$ cat src/rtl/rd_ptr_ctrl.sv
// rtl/rd_ptr_ctrl.sv - FIFO read pointer, write-pointer synchroniser and data-out stage
// Optional feature macro: RD_OUT_REG_EN adds a second output register (read latency 2).
module rd_ptr_ctrl #(
  parameter int FIFO_DEPTH = 8,
  parameter int ADDR_WIDTH = 3,
  parameter int DATA_WIDTH = 8
) (
  input  logic                  rd_clk,
  input  logic                  reset,
  input  logic                  rd_valid,
  input  logic                  rd_en,
  input  logic [ADDR_WIDTH:0]   wr_ptr_gray,
  input  logic [DATA_WIDTH-1:0] mem_rd_data,
  output logic [ADDR_WIDTH-1:0] mem_rd_addr,
  output logic [ADDR_WIDTH:0]   rd_ptr_gray,
  output logic                  empty,
  output logic [DATA_WIDTH-1:0] dout,
  output logic                  dout_valid,
  output logic                  rd_reject
);

  localparam int ADDR_MASK = FIFO_DEPTH - 1;

  logic [ADDR_WIDTH:0]   rd_ptr_bin_q, rd_ptr_bin_d;
  logic [ADDR_WIDTH:0]   rd_ptr_gray_q, rd_ptr_gray_d;
  logic [ADDR_WIDTH:0]   wp_s1_q, wp_s2_q;
  logic [DATA_WIDTH-1:0] cap_data_q, cap_data_d;
  logic                  cap_valid_q;
  logic                  rd_reject_q;
  logic                  accept;

  // Both operands are registered, so empty never depends on rd_en combinationally.
  assign empty  = (rd_ptr_gray_q == wp_s2_q);
  assign accept = rd_en & rd_valid & ~empty;

  always_comb begin
    rd_ptr_bin_d  = rd_ptr_bin_q;
    rd_ptr_gray_d = rd_ptr_gray_q;
    cap_data_d    = cap_data_q;
    if (accept) begin
      rd_ptr_bin_d  = rd_ptr_bin_q + 1'b1;
      rd_ptr_gray_d = rd_ptr_bin_d ^ (rd_ptr_bin_d >> 1);
      cap_data_d    = mem_rd_data;
    end
  end

  always_ff @(posedge rd_clk or posedge reset) begin
    if (reset) begin
      rd_ptr_bin_q  <= '0;
      rd_ptr_gray_q <= '0;
      wp_s1_q       <= '0;
      wp_s2_q       <= '0;
      cap_data_q    <= '0;
      cap_valid_q   <= 1'b0;
      rd_reject_q   <= 1'b0;
    end else begin
      rd_ptr_bin_q  <= rd_ptr_bin_d;
      rd_ptr_gray_q <= rd_ptr_gray_d;
      wp_s1_q       <= wr_ptr_gray;
      wp_s2_q       <= wp_s1_q;
      cap_data_q    <= cap_data_d;
      cap_valid_q   <= accept;
      rd_reject_q   <= rd_en & ~accept;
    end
  end

  assign mem_rd_addr = rd_ptr_bin_q[ADDR_WIDTH-1:0] & ADDR_MASK[ADDR_WIDTH-1:0];
  assign rd_ptr_gray = rd_ptr_gray_q;
  assign rd_reject   = rd_reject_q;

`ifdef RD_OUT_REG_EN
  logic [DATA_WIDTH-1:0] out_data_q;
  logic                  out_valid_q;

  // Second stage only reloads on a fresh word so dout still holds between reads.
  always_ff @(posedge rd_clk or posedge reset) begin
    if (reset) begin
      out_data_q  <= '0;
      out_valid_q <= 1'b0;
    end else begin
      out_valid_q <= cap_valid_q;
      if (cap_valid_q) out_data_q <= cap_data_q;
    end
  end

  assign dout       = out_data_q;
  assign dout_valid = out_valid_q;
`else
  assign dout       = cap_data_q;
  assign dout_valid = cap_valid_q;
`endif

endmodule
$ cat config.mk
export PLATFORM = sky130hd
export DESIGN_NAME = rd_ptr_ctrl
export DESIGN_NICKNAME = d
export VERILOG_FILES = /design/src/rtl/rd_ptr_ctrl.sv
export SDC_FILE = /design/constraint.sdc
export NUM_CORES = 1
export LEC_CHECK = 0
export CORE_ASPECT_RATIO = 0.7
export CORE_MARGIN = 2
export CORE_UTILIZATION = 50
export CTS_CLUSTER_SIZE = 8
export DETAILED_ROUTE_END_ITERATION = 6
export DONT_BUFFER_PORTS = 1
export PLACE_DENSITY_LB_ADDON = 0.25
export SYNTH_ARGS = -nofsm -noshare
export SYNTH_HDL_FRONTEND = slang
export SYNTH_SLANG_ARGS = --single-unit
$ cat constraint.sdc
create_clock -name rd_clk -period 2 [get_ports rd_clk]
set_input_delay 0.4 -clock rd_clk [delete_from_list [all_inputs] [get_ports rd_clk]]
set_output_delay 0.4 -clock rd_clk [all_outputs]
set_load 0.1 [all_outputs]
Yosys cells after proc, flatten, opt, wreduce, memory -nomap -nowiden
Cells that the tools add are included.
- $add $sub $neg: 1
- multipliers: 0
- div/mod/pow operators: 0
- order comparisons: 0
- equal/unequal tests: 1
- shifts and indexed selects: 0
- muxes and demuxes: 0
- bitwise logic cells: 6
- reduce and logical (&&, ||, !) cells: 0
- operators with widths (cell ; number):
    $add 4x1->4 const B ; 1
    $eq 4x4->1 ; 1
    $xor 4x3->4 ; 1
    $and 1x1->1 ; 3
    $not 1->1 ; 2
- register bits: 26
- latch bits: 0
- bits in writable memories: 0
- ROM bits: 0
- input bits: 16
- output and inout bits: 18
- logic and storage cells: 15
- memories kept: 0

Longest topological paths before layout
- word-level depth: 5
- depth in mapped cells: 5
- depth with buffers taken out: 4

Worst setup path after synthesis
Ideal clock, no wire load.
- kind: register to output
- from: register rd_ptr_bin_q[3] (netlist name)
- to: output empty
- arrival time: 1.865 ns
- required time: 1.600 ns
- path slack: -0.265 ns
- stages on the path, launching flop included: 3
- buffers on the path: 0
- cells stage by stage: dfrtp_1 -> xnor2_1 -> and4_2
- RTL lines (what ; line ; text):
    end, declared ; 16 ; output logic empty,

Worst setup path in the final report
- from: register rd_ptr_gray_q[2], in the netlist rd_ptr_gray[2]
- to: output empty
- longest elaborated chain between the ends: 1
- RTL lines (what ; line ; text):
    start, declared ; 25 ; logic [ADDR_WIDTH:0] rd_ptr_gray_q, rd_ptr_gray_d;
    start signal, assigned ; 58 ; rd_ptr_gray_q <= rd_ptr_gray_d;
    $eq 4x4->1 ; 33 ; assign empty = (rd_ptr_gray_q == wp_s2_q);
Every way passes these cells.

==> results_dict.tcl <==
set metrics [dict create \
    tightest_slew_ns 0.901 \
    worstPathArrival_ns 1.49 \
    seq_area_sq_um 632 \
    relSlewSlack 0.399 \
    syn-cell-area_sq_um 978 \
    io_buffers 0 \
    hold_violations 0 \
    rrSetupSlack_ns 0.43 \
    dp_hpwl_microns 1120 \
    syn_nets 78 \
    htree_levels 1 \
    final.period_utilization 0.944 \
    place_area_sq_mm 0.00110 \
    fill_cells 145 \
    endpoint_kind "output port" \
    track_usage 0.150 \
    core_sq_mm 0.00185 \
    fin_cells 99 \
    drtPass1Iterations 2 \
    initial_core_util 0.528 \
    critPathLaunchType "register" \
    num_vias 501 \
    cts_sinks 25 \
    first_global_vias 529 \
    r2r_start "rd_ptr_gray[2]" \
    route.detailed.drc 0 \
    grt_max_degree 26 \
    reg2reg_to "rd_ptr_gray[1]" \
    dp.cells 94 \
    worstHoldStart "wr_ptr_gray[1]" \
    drive_above_1_share 0.494 \
    ys_seq_area_frac 0.639 \
    antenna_found_initial 0 \
    num_rows 13 \
    hold_end "wp_s1_q[1]" \
    ioPinCount 34 \
    required_ns 1.60 \
    clock_tree.root_cell "clkbuf_4" \
    grt-ovfl-total 0 \
    hold_path.class "input port to register" \
    synth.distinct_cells 12 \
    design.die.area_sq_mm 0.00233 \
    multiInputGateArea_sq_um 349 \
    numCtsBuffers 3 \
    cp_max_fo 2 \
    die_h_microns 41.0 \
    antennaDiodeCount 0 \
    fin_skew_ns 0.00666 \
    cts_tree "done" \
    min_path_cells 0 \
    die-width_microns 56.9 \
    wire_per_inst_microns 15.2 \
    final_common_cell "dfrtp_1" \
    worstRegToRegCells 4 \
    place_congestion 0.732 \
    syn_inst 61 \
    final_nets 95 \
    postSynthAreaPerCell_sq_um 16.0 \
    fin_crit_ns 1.89 \
    route.antenna.remaining_nets 0 \
    post_cts_buffers 0 \
    drt-total-wl_microns 1510 \
    fmax_mhz 530 \
    slew_violations 0 \
    outcome "complete, no violations" \
    cts_buffer_depth 2 \
    ys_seq_elements 25 \
    design_area_sq_mm 0.00116 \
    areaGrowthSynthToFinish_pct 18.5 \
    grt_pass1_wl_microns 2380 \
    yosys_warnings 0 \
    crit_type "register to output port" \
    layout_common_cells "20 x dfrtp_1, 12 x mux2_2, 11 x buf_4" \
    vias_per_cell 5.06 \
    clkTransAtPathRegs_ns 0.14 \
    finalSetupViolations 0 \
    clk_latency_ns 0.32 \
    drv_cap 0 \
    timing.setup.tns_ns 0 \
    drt_iter0_markers 3 \
    rsz0062_at_grt "no" \
]
cell usage after synthesis:
| cell | number | area share |
|---|---|---|
| xor2_1 | 2 | 0.018 |
| xnor2_1 | 10 | 0.090 |
| o21a_1 | 1 | 0.0077 |
| inv_1 | 2 | 0.0077 |
| a41oi_4 | 1 | 0.028 |
| and4_2 | 1 | 0.010 |
| dfrtp_1 | 25 | 0.64 |
| nand4_4 | 1 | 0.022 |
| ha_1 | 1 | 0.013 |
| mux2_2 | 12 | 0.14 |
| buf_6 | 1 | 0.012 |
| nand2_1 | 4 | 0.015 |
cell type report:
| class | instances | area share |
|---|---|---|
| inverters | 2 | 0.00647 |
| clock buffers | 3 | 0.0194 |
| clock inverters | 1 | 0.00755 |
| flip-flops and latches | 25 | 0.545 |
| multi-input cells | 33 | 0.301 |
| well taps | 22 | 0.0237 |
| repair buffers | 13 | 0.0971 |
per-layer routing:
metal	vias to the layer above	part of all wire	track usage
li1	235	-	-
met1	243	0.40	0.168
met2	21	0.50	0.256
met3	2	0.097	0.0883
met4	0	0.0040	0.0349
met5	-	0	0
critical path, stage by stage, from the launching register on:
cell	delay, ns
dfrtp_2	0.44
xnor2_1	0.26
and4_2	0.30
buf_12	0.18
cells by family (layout without fill, tap and decap cells):
kind of cell,count (synthesis),after routing,share of synthesized area
compound gates,2,2,0.0358
flops,25,25,0.639
buf+inv,3,19,0.0192
mux,12,12,0.138
simple gates,6,6,0.0473
fa+ha+maj,1,1,0.0128
xor+xnor,12,12,0.107
metrics by stage:
step           setup WS, ns  hold slack, ns   util
6_report              0.111          0.0879  0.626
5_1_grt              0.0297          0.0546  0.626
4_1_cts              0.0275          0.0722  0.617
3_5_place_dp          0.412           0.336  0.595
3_3_place_gp          0.435           0.336  0.595
2_1_floorplan        0.0312           0.331      -
registers in the layout, indices dropped and copies added (netlist names):
signal / flops
dout_valid: 1
rd_ptr_bin_q: 4
wp_s1_q: 4
rd_reject: 1
dout: 8
wp_s2_q: 4
rd_ptr_gray: 3
timing repair:
item	4_1_cts	5_1_grt
endpoints found under the hold margin	25	0
endpoints found under the setup margin	0	1
hold buffers	1	0
gates resized for setup	0	2
how the worst max path moves through the flow:
stage / startpoint / cells after the start / slack, ns / end
2_1_floorplan: rd_ptr_bin_q[3] / 2 / 0.03 / empty
3_3_place_gp: rd_ptr_gray[0] / 3 / 0.44 / empty
3_5_place_dp: rd_ptr_gray[0] / 3 / 0.41 / empty
4_1_cts: rd_ptr_gray[0] / 3 / 0.03 / empty
5_1_grt: rd_ptr_bin_q[3] / 3 / 0.03 / empty
6_report: rd_ptr_gray[2] / 3 / 0.11 / empty
Power is left out: the tool's default activity adds up to more than one toggle a clock period on the data nets, which glitch-free logic cannot reach.
